## config.mk

```make
export PLATFORM = sky130hd
export DESIGN_NAME = strip_header
export DESIGN_NICKNAME = d
export VERILOG_FILES = /design/src/rtl/strip_header.sv
export SDC_FILE = /design/constraint.sdc
export NUM_CORES = 1
export LEC_CHECK = 0
export CORE_MARGIN = 10
export CORE_UTILIZATION = 27
export DETAILED_ROUTE_END_ITERATION = 7
export PLACE_DENSITY = 0.65
export SYNTH_ARGS = -nofsm -noshare
export SYNTH_HDL_FRONTEND = slang
export SYNTH_SLANG_ARGS = --single-unit
```

## constraint.sdc

```tcl
create_clock -name clk -period 3.3 [get_ports clk]
set_clock_uncertainty 0.05 [all_clocks]
set_input_delay 0.33 -clock clk [delete_from_list [all_inputs] [get_ports clk]]
set_output_delay 0.33 -clock clk [all_outputs]
set_load 0.02 [all_outputs]
```

## src/rtl/strip_header.sv

```systemverilog
// strip_header: receive side of the length-header packet protocol.
// The first beat of every packet is a header whose low 16 bits give the
// payload length in bytes. The header is consumed here, its length goes out
// on axis_plen, and the payload is forwarded with tkeep/tlast rebuilt from
// that length. Upstream tlast is only compared against the length.
//
// state | meaning
// HDR   | waiting for a header beat; input ready follows the plen slot
// DATA  | forwarding payload beats; input ready follows the output slot

module strip_header #(
    parameter int DW = 128
) (
    input  logic              clk,
    input  logic              resetn,
    input  logic [DW-1:0]     axis_in_tdata,
    input  logic [DW/8-1:0]   axis_in_tkeep,
    input  logic              axis_in_tlast,
    input  logic              axis_in_tvalid,
    output logic              axis_in_tready,
    output logic [DW-1:0]     axis_out_tdata,
    output logic [DW/8-1:0]   axis_out_tkeep,
    output logic              axis_out_tlast,
    output logic              axis_out_tvalid,
    input  logic              axis_out_tready,
    output logic [15:0]       axis_plen_tdata,
    output logic              axis_plen_tvalid,
    input  logic              axis_plen_tready,
    output logic              err_mismatch,
    output logic [15:0]       err_count
);

    localparam int          BPB     = DW / 8;
    localparam logic [15:0] BPB_LEN = 16'(BPB);

    typedef enum logic {
        HDR  = 1'b0,
        DATA = 1'b1
    } state_t;

    state_t          state;
    state_t          state_nxt;
    logic [15:0]     remaining;
    logic            live;
    logic            out_free;
    logic            plen_free;
    logic            hdr_fire;
    logic            data_fire;
    logic            final_beat;
    logic [15:0]     hdr_len;
    logic [BPB-1:0]  last_keep;
    logic            hdr_err;
    logic            data_err;
    logic            err_cond;

    // Incoming tkeep carries no information here; the length header decides.
    logic unused_tkeep;
    assign unused_tkeep = ^axis_in_tkeep;

    assign out_free   = !axis_out_tvalid || axis_out_tready;
    assign plen_free  = !axis_plen_tvalid || axis_plen_tready;
    assign hdr_len    = axis_in_tdata[15:0];
    assign final_beat = (remaining <= BPB_LEN);

    // Keep mask for the closing beat: one bit per byte still owed.
    always_comb begin
        last_keep = '0;
        for (int i = 0; i < BPB; i++) begin
            last_keep[i] = (16'(i) < remaining);
        end
    end

    // Held low through reset so the input port reads not-ready while resetn=0.
    always_ff @(posedge clk or negedge resetn) begin
        if (!resetn) begin
            live <= 1'b0;
        end else begin
            live <= 1'b1;
        end
    end

    // State register.
    always_ff @(posedge clk or negedge resetn) begin
        if (!resetn) begin
            state <= HDR;
        end else begin
            state <= state_nxt;
        end
    end

    // Next-state decode: a non-empty header opens a packet, the final beat closes it.
    always_comb begin
        state_nxt = state;
        case (state)
            HDR: begin
                if (hdr_fire && (hdr_len != 16'd0)) begin
                    state_nxt = DATA;
                end
            end
            DATA: begin
                if (data_fire && final_beat) begin
                    state_nxt = HDR;
                end
            end
            default: state_nxt = HDR;
        endcase
    end

    // Input handshake: a header needs a free plen slot, payload a free output slot.
    always_comb begin
        axis_in_tready = 1'b0;
        hdr_fire       = 1'b0;
        data_fire      = 1'b0;
        case (state)
            HDR:     axis_in_tready = live && plen_free;
            DATA:    axis_in_tready = live && out_free;
            default: axis_in_tready = 1'b0;
        endcase
        if (axis_in_tvalid && axis_in_tready) begin
            hdr_fire  = (state == HDR);
            data_fire = (state == DATA);
        end
    end

    // Length/tlast disagreement: empty or tlast-marked header, or a tlast that
    // does not line up with the beat the length says is last.
    always_comb begin
        hdr_err  = hdr_fire && ((hdr_len == 16'd0) || axis_in_tlast);
        data_err = data_fire && (axis_in_tlast != final_beat);
        err_cond = hdr_err || data_err;
    end

    // Byte countdown for the packet in flight.
    always_ff @(posedge clk or negedge resetn) begin
        if (!resetn) begin
            remaining <= 16'd0;
        end else if (hdr_fire && (hdr_len != 16'd0)) begin
            remaining <= hdr_len;
        end else if (data_fire) begin
            if (final_beat) begin
                remaining <= 16'd0;
            end else begin
                remaining <= remaining - BPB_LEN;
            end
        end
    end

    // Payload output register; holds its contents while stalled.
    always_ff @(posedge clk or negedge resetn) begin
        if (!resetn) begin
            axis_out_tdata  <= '0;
            axis_out_tkeep  <= '0;
            axis_out_tlast  <= 1'b0;
            axis_out_tvalid <= 1'b0;
        end else if (data_fire) begin
            axis_out_tdata  <= axis_in_tdata;
            axis_out_tkeep  <= final_beat ? last_keep : {BPB{1'b1}};
            axis_out_tlast  <= final_beat;
            axis_out_tvalid <= 1'b1;
        end else if (axis_out_tready) begin
            axis_out_tvalid <= 1'b0;
        end
    end

    // Length output register; a single slot, so a new header waits for it.
    always_ff @(posedge clk or negedge resetn) begin
        if (!resetn) begin
            axis_plen_tdata  <= 16'd0;
            axis_plen_tvalid <= 1'b0;
        end else if (hdr_fire && (hdr_len != 16'd0)) begin
            axis_plen_tdata  <= hdr_len;
            axis_plen_tvalid <= 1'b1;
        end else if (axis_plen_tready) begin
            axis_plen_tvalid <= 1'b0;
        end
    end

    // Error pulse and its saturating tally move together.
    always_ff @(posedge clk or negedge resetn) begin
        if (!resetn) begin
            err_mismatch <= 1'b0;
            err_count    <= 16'd0;
        end else begin
            err_mismatch <= err_cond;
            if (err_cond && (err_count != 16'hFFFF)) begin
                err_count <= err_count + 16'd1;
            end
        end
    end

endmodule
```

After elaboration in Yosys (flattened, before gate mapping) --
Index checks and enable logic that the tools add are counted.
Cells by class: eq/ne operators 2, magnitude comparators 17, muxes and demuxes 14, add/subtract/negate cells 2, reductions and logical operators 19, bitwise logic cells 1
Operator list (count):
- < comparator 4 x 16 -> 1 bit (first input constant) | 8
- < comparator 3 x 16 -> 1 bit (first input constant) | 4
- 2-to-1 mux 16 bit | 4
- < comparator 1 x 16 -> 1 bit (first input constant) | 2
- < comparator 2 x 16 -> 1 bit (first input constant) | 2
- adder 16 x 1 -> 16 bit (second input constant) | 1
- less-or-equal comparator 16 x 5 -> 1 bit (second input constant) | 1
- zero test 16 bit | 1
- != test 16 bit (second input constant) | 1
- nonzero test 16 bit | 1
- subtractor 16 x 5 -> 16 bit (second input constant) | 1
- logical AND 1 bit | 8
- 2-to-1 mux 1 bit | 8
- nonzero test 2 bit | 3
- logical OR 1 bit | 4
- case mux 1 bit (2 select lines) | 2
- zero test 1 bit | 2
- != test 1 bit | 1
- inverter 1 bit | 1
Storage, ports and cells: output and inout port bits 181, flip-flop bits (word level) 198, logic and storage cells 66, input bits 150

Logic depth before layout (Yosys ltp) --
Gate-level depths: netlist of the first run.
word-level depth 9, mapped depth 8, mapped depth without buffers 8

Least setup slack after synthesis of the first run --
No wires, ideal clock.
path type reg-to-reg, from register state, to register remaining[9], setup slack 1049 ps, stages on the path, launching flop included 9, data arrival time 2054 ps, required time 3104 ps, library setup time 146 ps, cell sequence dfrtp_1 -> clkbuf_1 -> and3b_1 -> nor3b_1 -> and2_1 -> o21ai_1 -> clkbuf_1 -> o21ai_0 -> o311ai_0
On the way: longest elaborated chain between the ends 6, elaborated cells on any way between the ends 8
RTL lines:
- start, declared | line 41 | state_t state;
- start signal, assigned | line 87 | state <= state_nxt;
- inverter 1 bit
- case mux 1 bit (2 select lines) (*) | line 114 | case (state)
- named net axis_in_tready | line 20 | output logic axis_in_tready,
- logical AND 1 bit (*) | line 119 | if (axis_in_tvalid && axis_in_tready) begin
- 2-to-1 mux 1 bit | line 119
- logical AND 1 bit | line 137 | end else if (hdr_fire && (hdr_len != 16'd0)) begin
- 2-to-1 mux 16 bit or nonzero test 2 bit (tied branches)
- end signal, assigned | line 138 | remaining <= hdr_len;
- end signal, assigned | line 143 | remaining <= remaining - BPB_LEN;
- end, declared | line 43 | logic [15:0] remaining;
Mark *: on every way through the listed nets, which the timed path passes. The rest lies on a longest branch. A chain may end at the register's enable or synchronous reset.

Final worst setup path of the first run --
from register state, to output port axis_in_tready
On the way: longest elaborated chain between the ends 2
RTL lines (line):
- inverter 1 bit
- case mux 1 bit (2 select lines) (*) | 114
- end, declared | 20
Mark *: on every way between the ends. The rest lies on a longest branch, timed or not.

==> results of run 1 <==
==> stage by stage <==
step / util, % / total power, mW / instance area [um^2] / std cells
after floorplan: - / 6.126 / 8023 / 878
after global placement: 39.51 / 8.570 / 11650 / 1554
after detailed placement: 39.51 / 8.654 / 11650 / 1554
after CTS: 41.51 / 10.80 / 12240 / 1587
after global routing: 41.51 / 11.33 / 12240 / 1587
final: 41.51 / 10.63 / 12240 / 1587
==> area by class of cell <==
| type | count | area, um^2 | area share [%] |
|---|---|---|---|
| clock buffer | 17 | 425.4 | 3.476 |
| clock inverter | 15 | 155.1 | 1.268 |
| inverter | 6 | 22.52 | 0.1840 |
| multi-input combinational | 631 | 2873 | 23.47 |
| sequential | 198 | 4955 | 40.49 |
| tap | 390 | 488.0 | 3.987 |
| timing repair buffer | 330 | 3319 | 27.12 |
==> routing by layer <==
metal	routed length [um]	vias to the layer above
li1	-	3405
met1	11040	3329
met2	12930	207
met3	2173	18
met4	391	0
met5	0	-
==> logic make-up after synthesis <==
family / count (synthesis)
AO/OA/AOI/OAI: 57
XOR/XNOR: 15
adder cells (fa/ha/maj): 4
buffers and inverters: 49
flip-flops: 198
multiplexers: 2
other: 1
AND/OR/NAND/NOR: 552
==> final timing paths <==
check	startpoint	endpoint	slack, ns	cells past startpoint
worst max-delay path	state	axis_in_tready	0.75	3
worst min register to register	axis_out_tdata[1]	axis_out_tdata[1]	0.42	2
worst max register to register	remaining[1]	axis_out_tkeep[3]	0.86	6
max in group asynchronous	resetn	axis_out_tdata[112]	1.96	3
worst min-delay path	axis_in_tdata[101]	axis_out_tdata[101]	0.37	3
min in group asynchronous	resetn	axis_out_tdata[81]	0.41	2
==> state kept, by name, summed over array words and instances, names as in the netlist <==
| name | flops |
|---|---|
| axis_out_tdata | 128 |
| remaining | 16 |
| state | 1 |
| axis_out_tkeep | 16 |
| axis_plen_tvalid | 1 |
| live | 1 |
| err_count | 16 |
| err_mismatch | 1 |
| axis_plen_tdata | 16 |
| axis_out_tlast | 1 |
| axis_out_tvalid | 1 |
==> cell usage in the layout (no fill, tap or decap), drive strengths merged, types with 11 or more instances in the layout <==
master | synthesis | final
o21ai | 18 | 18
buf | 12 | 15
xnor2 | 11 | 11
dfrtp | 198 | 198
clkbuf | 31 | 18
nand2 | 464 | 464
nor2 | 28 | 28
a31oi | 11 | 11
nand3 | 13 | 13
clkdlybuf4s50 | 0 | 313
inv | 6 | 17
==> worst register-to-register path: stages (launching register included) <==
cell and delay (ns):
dfrtp_1 0.51, nor2_1 0.27, a31oi_1 0.25, nor2_1 0.45
nand2_1 0.14, nor3_1 0.47, o21ai_0 0.15
==> timing repair <==
item                                   in CTS  in global routing
buffers inserted                            0                  0
endpoints found under the hold margin      81                  0
hold buffers                                1                  0
resized for setup                           0                  0
==> power groups by stage <==
stage | combinational, mW | clock (mW) | sequential, mW
floorplan | 1.19 | 0 | 4.94
detailed placement | 4.64 | 0 | 4.02
global route | 4.94 | 2.28 | 4.10
global placement | 4.59 | 0 | 3.98
CTS | 4.65 | 2.18 | 3.97
finish | 4.57 | 2.09 | 3.97
==> impl_metrics.yaml, run 1 <==
logic_synthesis:
  synth_cells: 878
  synth_top_family_by_area: "simple AND/OR/NAND/NOR gates"
  ys_seq_area_share_pct: 61.76
  synth.top_cells.by_count: "nand2_1, dfrtp_1, clkbuf_1"
  yosysWarnings: 0
  syn-mean-instance-area_um2: 9.137
  synth_top_area_share_pct: 61.76
  yosysTopAreaCell: "dfrtp_1"
  synth_cell_type_count: 47
  synth-simple-area-share_pct: 28.59
  syn-num-nets: 1032
  yosysMostFrequentCell: "nand2_1"
  ys_top_cells_by_area: "dfrtp_1, nand2_1, clkbuf_1"
  synth-async-reset-ratio_pct: 100.0
  synthXorXnorAreaFrac_pct: 1.638
  muxShareOfSynthArea_pct: 0.2807
  synth_ff_type: "dfrtp_1"
  synth_fa_ha_area_share_pct: 0.6238
  synth_edf_count: 0
  syn_area_mm2: 0.008023
  synth-seq-cells: 198
  synth_compound_area_share_pct: 4.601
floorplan:
  die_h_um: 192.4
  die_area_mm2: 0.03701
  rows: 63
  core_area_mm2: 0.02948
  die_w_um: 192.4
  initial_core_util_pct: 27.21
  ios: 331
sta:
  tns_ns: 0
  post-route-period-util_pct: 77.19
  fin_crit_ns: 2.547
  slew_violations: 0
  final-hold-violation-count: 0
  setup_ws_ns: 0.7528
  hold_ws_ns: 0.3668
  worst_pin_slew_ns: 0.8242
  rsz0062_at_grt: "false"
  clock.fmax_mhz: 392.6
  setup_viol: 0
  relSlewSlack_pct: 45.05
route:
  drc: 0
  viasPerCell: 4.385
  route.vias.total: 6959
  firstDrtPassIters: 5
  wl_per_cell_um: 16.72
  ant_nets: 0
  finalWirelength_mm: 26.54
  drtIter0Drc: 412
setup_path:
  slowest_stage: "clkdlybuf4s50_1"
  critPathLaunchType: "register"
  crit_family: "buffers and inverters"
  required_ns: 2.92
  path_class: "reg2out"
  crit_chain: "and3b_1 -> nor3b_1 -> clkdlybuf4s50_1"
  cp.buffers_inverters: 1
  cp-end-kind: "output port"
  cp.arrival_ns: 2.17
  max_stage_delay_ns: 0.69
  crit_fanout: 9
run_status:
  status: "finished, final reports clean"
power:
  power.share.clock_pct: 19.7
  pwr-share-seq_pct: 37.3
  p_comb_share_pct: 43.0
  powerDensity_mw_per_mm2: 868.7
  internal-power_mw: 6.432
  peakVddDrop_uv: 355.9
  p_leak_nw: 5.677
  switching_share_pct: 39.50
  p_sw_mw: 4.200
global_route:
  grt_max_degree: 91
  antenna_found_initial: 0
  grt_overflow_total: 0
  met3_usage_pct: 4.915
  busiest_layer: "met2"
  met1_usage_pct: 16.65
  track_usage_pct: 13.99
  grt_pass1_wl_mm: 40.76
  globalRouteMet2Util_pct: 23.52
  grt_pass1_vias: 7080
finish:
  finalNetCount: 1338
  antenna_cells: 0
  drive_gt1_share_pct: 4.845
  syn_to_final_growth_pct: 52.54
  fillCellCount: 2859
clock_network:
  clk_latency_ns: 0.44
  clkSinkCount: 198
  cts_buffer_depth: 2
  cts_buffers: 17
  cts.clk_slew.worst_paths_ns: 0.09
  cts_tree: "done"
  htreeDepth: 4
  clockRootBuffer: "clkbuf_16"
placed_design:
  hpwl_mm: 19.79
  gp_congestion: 0.8300
  pre_cts_ws_ns: 0.4740
  io_buffers: 314
worst_hold_path:
  hold_class: "in2reg"
flow_run:
  maxCapViolations: 0
No activity file was read; power rests on OpenSTA's default activity.
==> inputs of run 2 (changes only) <==
Settings changed: PLACE_DENSITY 0.65 to 0.67.
Clock period 3.3 ns to 2.25 ns, I/O delays scaled along.
==> impl_metrics.yaml, run 2 (synthesis gave the netlist of run 1 again) <==
run_status:
  status: "finished, final reports clean"
finish:
  multi_input_area_mm2: 0.002942
  finalNetCount: 1382
  top_register: "axis_out_tdata"
  largest_register_ffs: 128
  final_area_mm2: 0.01272
  drive_gt1_share_pct: 9.106
  fin_cells: 1632
  syn_to_final_growth_pct: 58.55
  layout_common_cells: "nand2_1, clkdlybuf4s50_1, dfrtp_1"
  fillCellCount: 2846
  mostFrequentLayoutCell: "nand2_1"
  fin_util_pct: 43.15
  seq_area_mm2: 0.004955
floorplan:
  die_h_um: 192.4
  die_w_um: 192.4
  core_area_mm2: 0.02948
  ios: 331
  die_area_mm2: 0.03701
  rows: 63
  initial_core_util_pct: 27.21
clock_network:
  htreeDepth: 4
  clkSinkCount: 198
  cts_setup_buffers: 0
  cts_buffer_depth: 2
  cts.clk_slew.worst_paths_ns: 0.09
  cts_tree: "done"
  clk_latency_ns: 0.45
  clockRootBuffer: "clkbuf_16"
  cts_buffers: 17
placed_design:
  dp.cells: 1598
  hpwl_mm: 20.47
  io_buffers: 314
  gp_congestion: 0.8249
  pre_cts_ws_ns: -0.3979
  placed_cell_area_mm2: 0.01202
route:
  wl_per_cell_um: 16.67
  ant_nets: 0
  route.vias.total: 7126
  drc: 0
  viasPerCell: 4.366
  drtIter0Drc: 254
  finalWirelength_mm: 27.21
  firstDrtPassIters: 6
setup_path:
  critPathLaunchType: "register"
  required_ns: 2.52
  path_class: "reg2reg"
  reg2reg_slack_ns: 0.1
  crit_fanout: 4
  r2r_cells: 6
  cp-end-kind: "register"
  cp.arrival_ns: 2.43
sta:
  hold_ws_ns: 0.2614
  final-hold-violation-count: 0
  setup_viol: 0
  post-route-period-util_pct: 95.78
  clock.fmax_mhz: 464.0
  slew_violations: 0
  fin_crit_ns: 2.155
  setup_ws_ns: 0.09501
  tns_ns: 0
power:
  powerDensity_mw_per_mm2: 1269
  power_mw: 16.14
  peakVddDrop_uv: 534.8
  p_leak_nw: 5.943
worst_hold_path:
  hold_class: "in2async"
flow_run:
  maxCapViolations: 0
global_route:
  grt_max_degree: 71
  antenna_found_initial: 1
  grt_overflow_total: 0
  grt_pass1_vias: 7176
  grt_pass1_wl_mm: 41.34
  track_usage_pct: 14.30
-- run 2: cell types whose count changed in the layout (fill, tap and decap cells not counted), moves of 2 or more --
cell,delta
buf_12,+3
buf_4,+41
bufinv_16,+2
inv_6,-3
nor4_1,-3
nor4_2,+3
-- run 2: layer usage --
| layer | wire [um] | global-route usage [%] | share of wire [%] | vias to the layer above |
|---|---|---|---|---|
| li1 | - | - | - | 3491 |
| met1 | 11340 | 16.79 | 42 | 3389 |
| met2 | 13110 | 24.00 | 48 | 219 |
| met3 | 2213 | 4.969 | 8.1 | 27 |
| met4 | 554 | 4.592 | 2.0 | 0 |
| met5 | 0 | 0 | 0 | - |
-- run 2: worst paths after layout --
check                                      end                start
max in group asynchronous   axis_plen_tdata[2]               resetn
max reg2reg                      err_count[12]        remaining[14]
max                              err_count[12]        remaining[14]
min                         axis_out_tdata[82]               resetn
min reg2reg                axis_out_tdata[108]  axis_out_tdata[108]
min in group clk            axis_out_tdata[36]    axis_in_tdata[36]
-- run 2: critical path: stages (launching register included) --
cell and delay (ns):
dfrtp_1 0.43, nor3_2 0.26, nand4_4 0.17, o211a_1 0.30, or2_4 0.30, nor3_2 0.18, mux2_1 0.33
-- run 2: power breakdown --
group	leakage (nW)	switching, mW	total, mW	internal, mW
logic	3.21	3.80	7.09	3.29
clock network	0.308	1.56	3.30	1.74
registers	2.43	0.844	5.75	4.90
total	5.94	6.20	16.1	9.93
-- run 2: final cells by class --
cell class	instances	area share, %
multi-input cells	631	23.13
well taps	390	3.836
clock inverters	14	1.456
inverters	6	0.1771
clock buffers	18	3.453
flip-flops and latches	198	38.95
diodes	1	0.01967
repair buffers	374	28.98
-- run 2: timing repair --
item / in CTS / in global routing
endpoints found under the hold margin: 46 / 0
gates cloned: 0 / 0
gates resized for setup: 1 / 13
setup endpoints to repair: 1 / 34
hold buffers: 1 / 0
==> inputs of run 3 (changes only) <==
Settings changed: CORE_ASPECT_RATIO from default to 1.4, CORE_MARGIN 10 to default.
==> impl_metrics.yaml, run 3 (synthesis gave the netlist of run 1 again) <==
floorplan:
  rows: 74
  core_area_mm2: 0.02917
  initial_core_util_pct: 27.51
  die_area_mm2: 0.03042
  die_h_um: 206.0
  ios: 331
  die_w_um: 147.7
placed_design:
  gp_congestion: 0.7964
  io_buffers: 314
  placed_cell_area_mm2: 0.01197
  hpwl_mm: 18.37
route:
  drtIter0Drc: 332
  firstDrtPassIters: 4
  route.vias.total: 7126
  wl_per_cell_um: 15.39
  viasPerCell: 4.401
  finalWirelength_mm: 24.91
  drc: 0
  ant_nets: 0
clock_network:
  cts_tree: "done"
  clockRootBuffer: "clkbuf_16"
  cts.clk_slew.worst_paths_ns: 0.07
  cts_buffer_depth: 2
  cts_setup_buffers: 0
  clk_latency_ns: 0.46
  clkSinkCount: 198
  htreeDepth: 4
  cts_buffers: 17
sta:
  post-route-period-util_pct: 94.03
  clock.fmax_mhz: 472.7
  setup_viol: 0
  final-hold-violation-count: 0
  fin_crit_ns: 2.116
  worst_pin_slew_ns: 0.5362
  relSlewSlack_pct: 64.25
  slew_violations: 0
  hold_ws_ns: 0.2282
  rsz0062_at_grt: "false"
finish:
  seq_area_mm2: 0.004955
  syn_to_final_growth_pct: 56.66
  antenna_cells: 0
  final_area_mm2: 0.01257
  multi_input_area_mm2: 0.002890
  layout_common_cells: "nand2_1, clkdlybuf4s50_1, dfrtp_1"
  top_register: "axis_out_tdata"
  fillCellCount: 2845
  largest_register_ffs: 128
  mostFrequentLayoutCell: "nand2_1"
  drive_gt1_share_pct: 8.313
  finalNetCount: 1380
setup_path:
  setup.worst_path.start: "axis_in_tdata[1]"
  critPathLaunchType: "input port"
  required_ns: 2.57
  cp.arrival_ns: 2.44
  crit_fanout: 5
  path_class: "in2reg"
  r2r-start: "remaining[15]"
  cp-end-kind: "register"
power:
  powerDensity_mw_per_mm2: 1253
  peakVddDrop_uv: 592.9
  power_mw: 15.75
  p_leak_nw: 5.895
global_route:
  grt_max_degree: 89
  track_usage_pct: 16.55
  grt_pass1_vias: 6964
  grt_pass1_wl_mm: 38.32
  antenna_found_initial: 0
  grt_overflow_total: 0
worst_hold_path:
  hold_class: "in2async"
run_status:
  status: "finished, final reports clean"
flow_run:
  maxCapViolations: 0
-- run 3: worst paths after layout --
kind                                      end  slack (ns)  depth (start not counted)
max                             err_count[10]        0.13                          9
min                        axis_out_tdata[56]        0.23                          2
max reg2reg                     err_count[12]        0.13                          6
min reg2reg                axis_out_tdata[74]        0.42                          2
max in group asynchronous       remaining[12]        1.21                          3
min in group clk           axis_out_tdata[42]        0.24                          3
-- run 3: routing by layer --
layer  global-route usage [%]  wire length (um)  up-vias
met3                    3.642              1436       31
met5                        0                 0        -
met1                    17.83              9370     3405
li1                         -                 -     3480
met4                    6.738               500        0
met2                    31.03             13600      210
-- run 3: power by group --
group	total, mW	internal (mW)	switching (mW)
clock network	3.04	1.58	1.46
registers	5.73	4.90	0.822
logic	6.98	3.25	3.73
-- run 3: what timing repair did --
item                                    4_1_cts  5_1_grt
hold buffers                                  1        0
endpoints found under the setup margin        1        6
endpoints found under the hold margin        43        0
gates resized for setup                       1        3
-- run 3: cell type report --
| type | instances | area share [%] |
|---|---|---|
| Clock inverter | 14 | 1.115 |
| Clock buffer | 18 | 3.494 |
| Tap cell | 380 | 3.783 |
| Inverter | 6 | 0.1792 |
| Multi-Input combinational cell | 631 | 23.00 |
| Timing Repair Buffer | 372 | 29.01 |
| Sequential cell | 198 | 39.42 |
-- run 3: metrics by stage --
step	setup TNS (ns)	setup slack, ns	std cells	utilization (%)
finish	0	0.1344	1619	43.09
global route	0	0.02505	1619	43.09
CTS	0	0.06331	1619	43.05
detailed placement	-6.774	-0.3968	1586	41.03
global placement	-6.183	-0.3768	1586	41.03
floorplan	0	0.2322	878	-
-- run 3: critical path: stages --
cell and delay (ns):
clkdlybuf4s50_1 0.46, nor4_2 0.39, buf_4 0.18, a41oi_1 0.11
buf_4 0.18, a211o_1 0.37, buf_4 0.17, nor4_4 0.22
xnor2_1 0.14
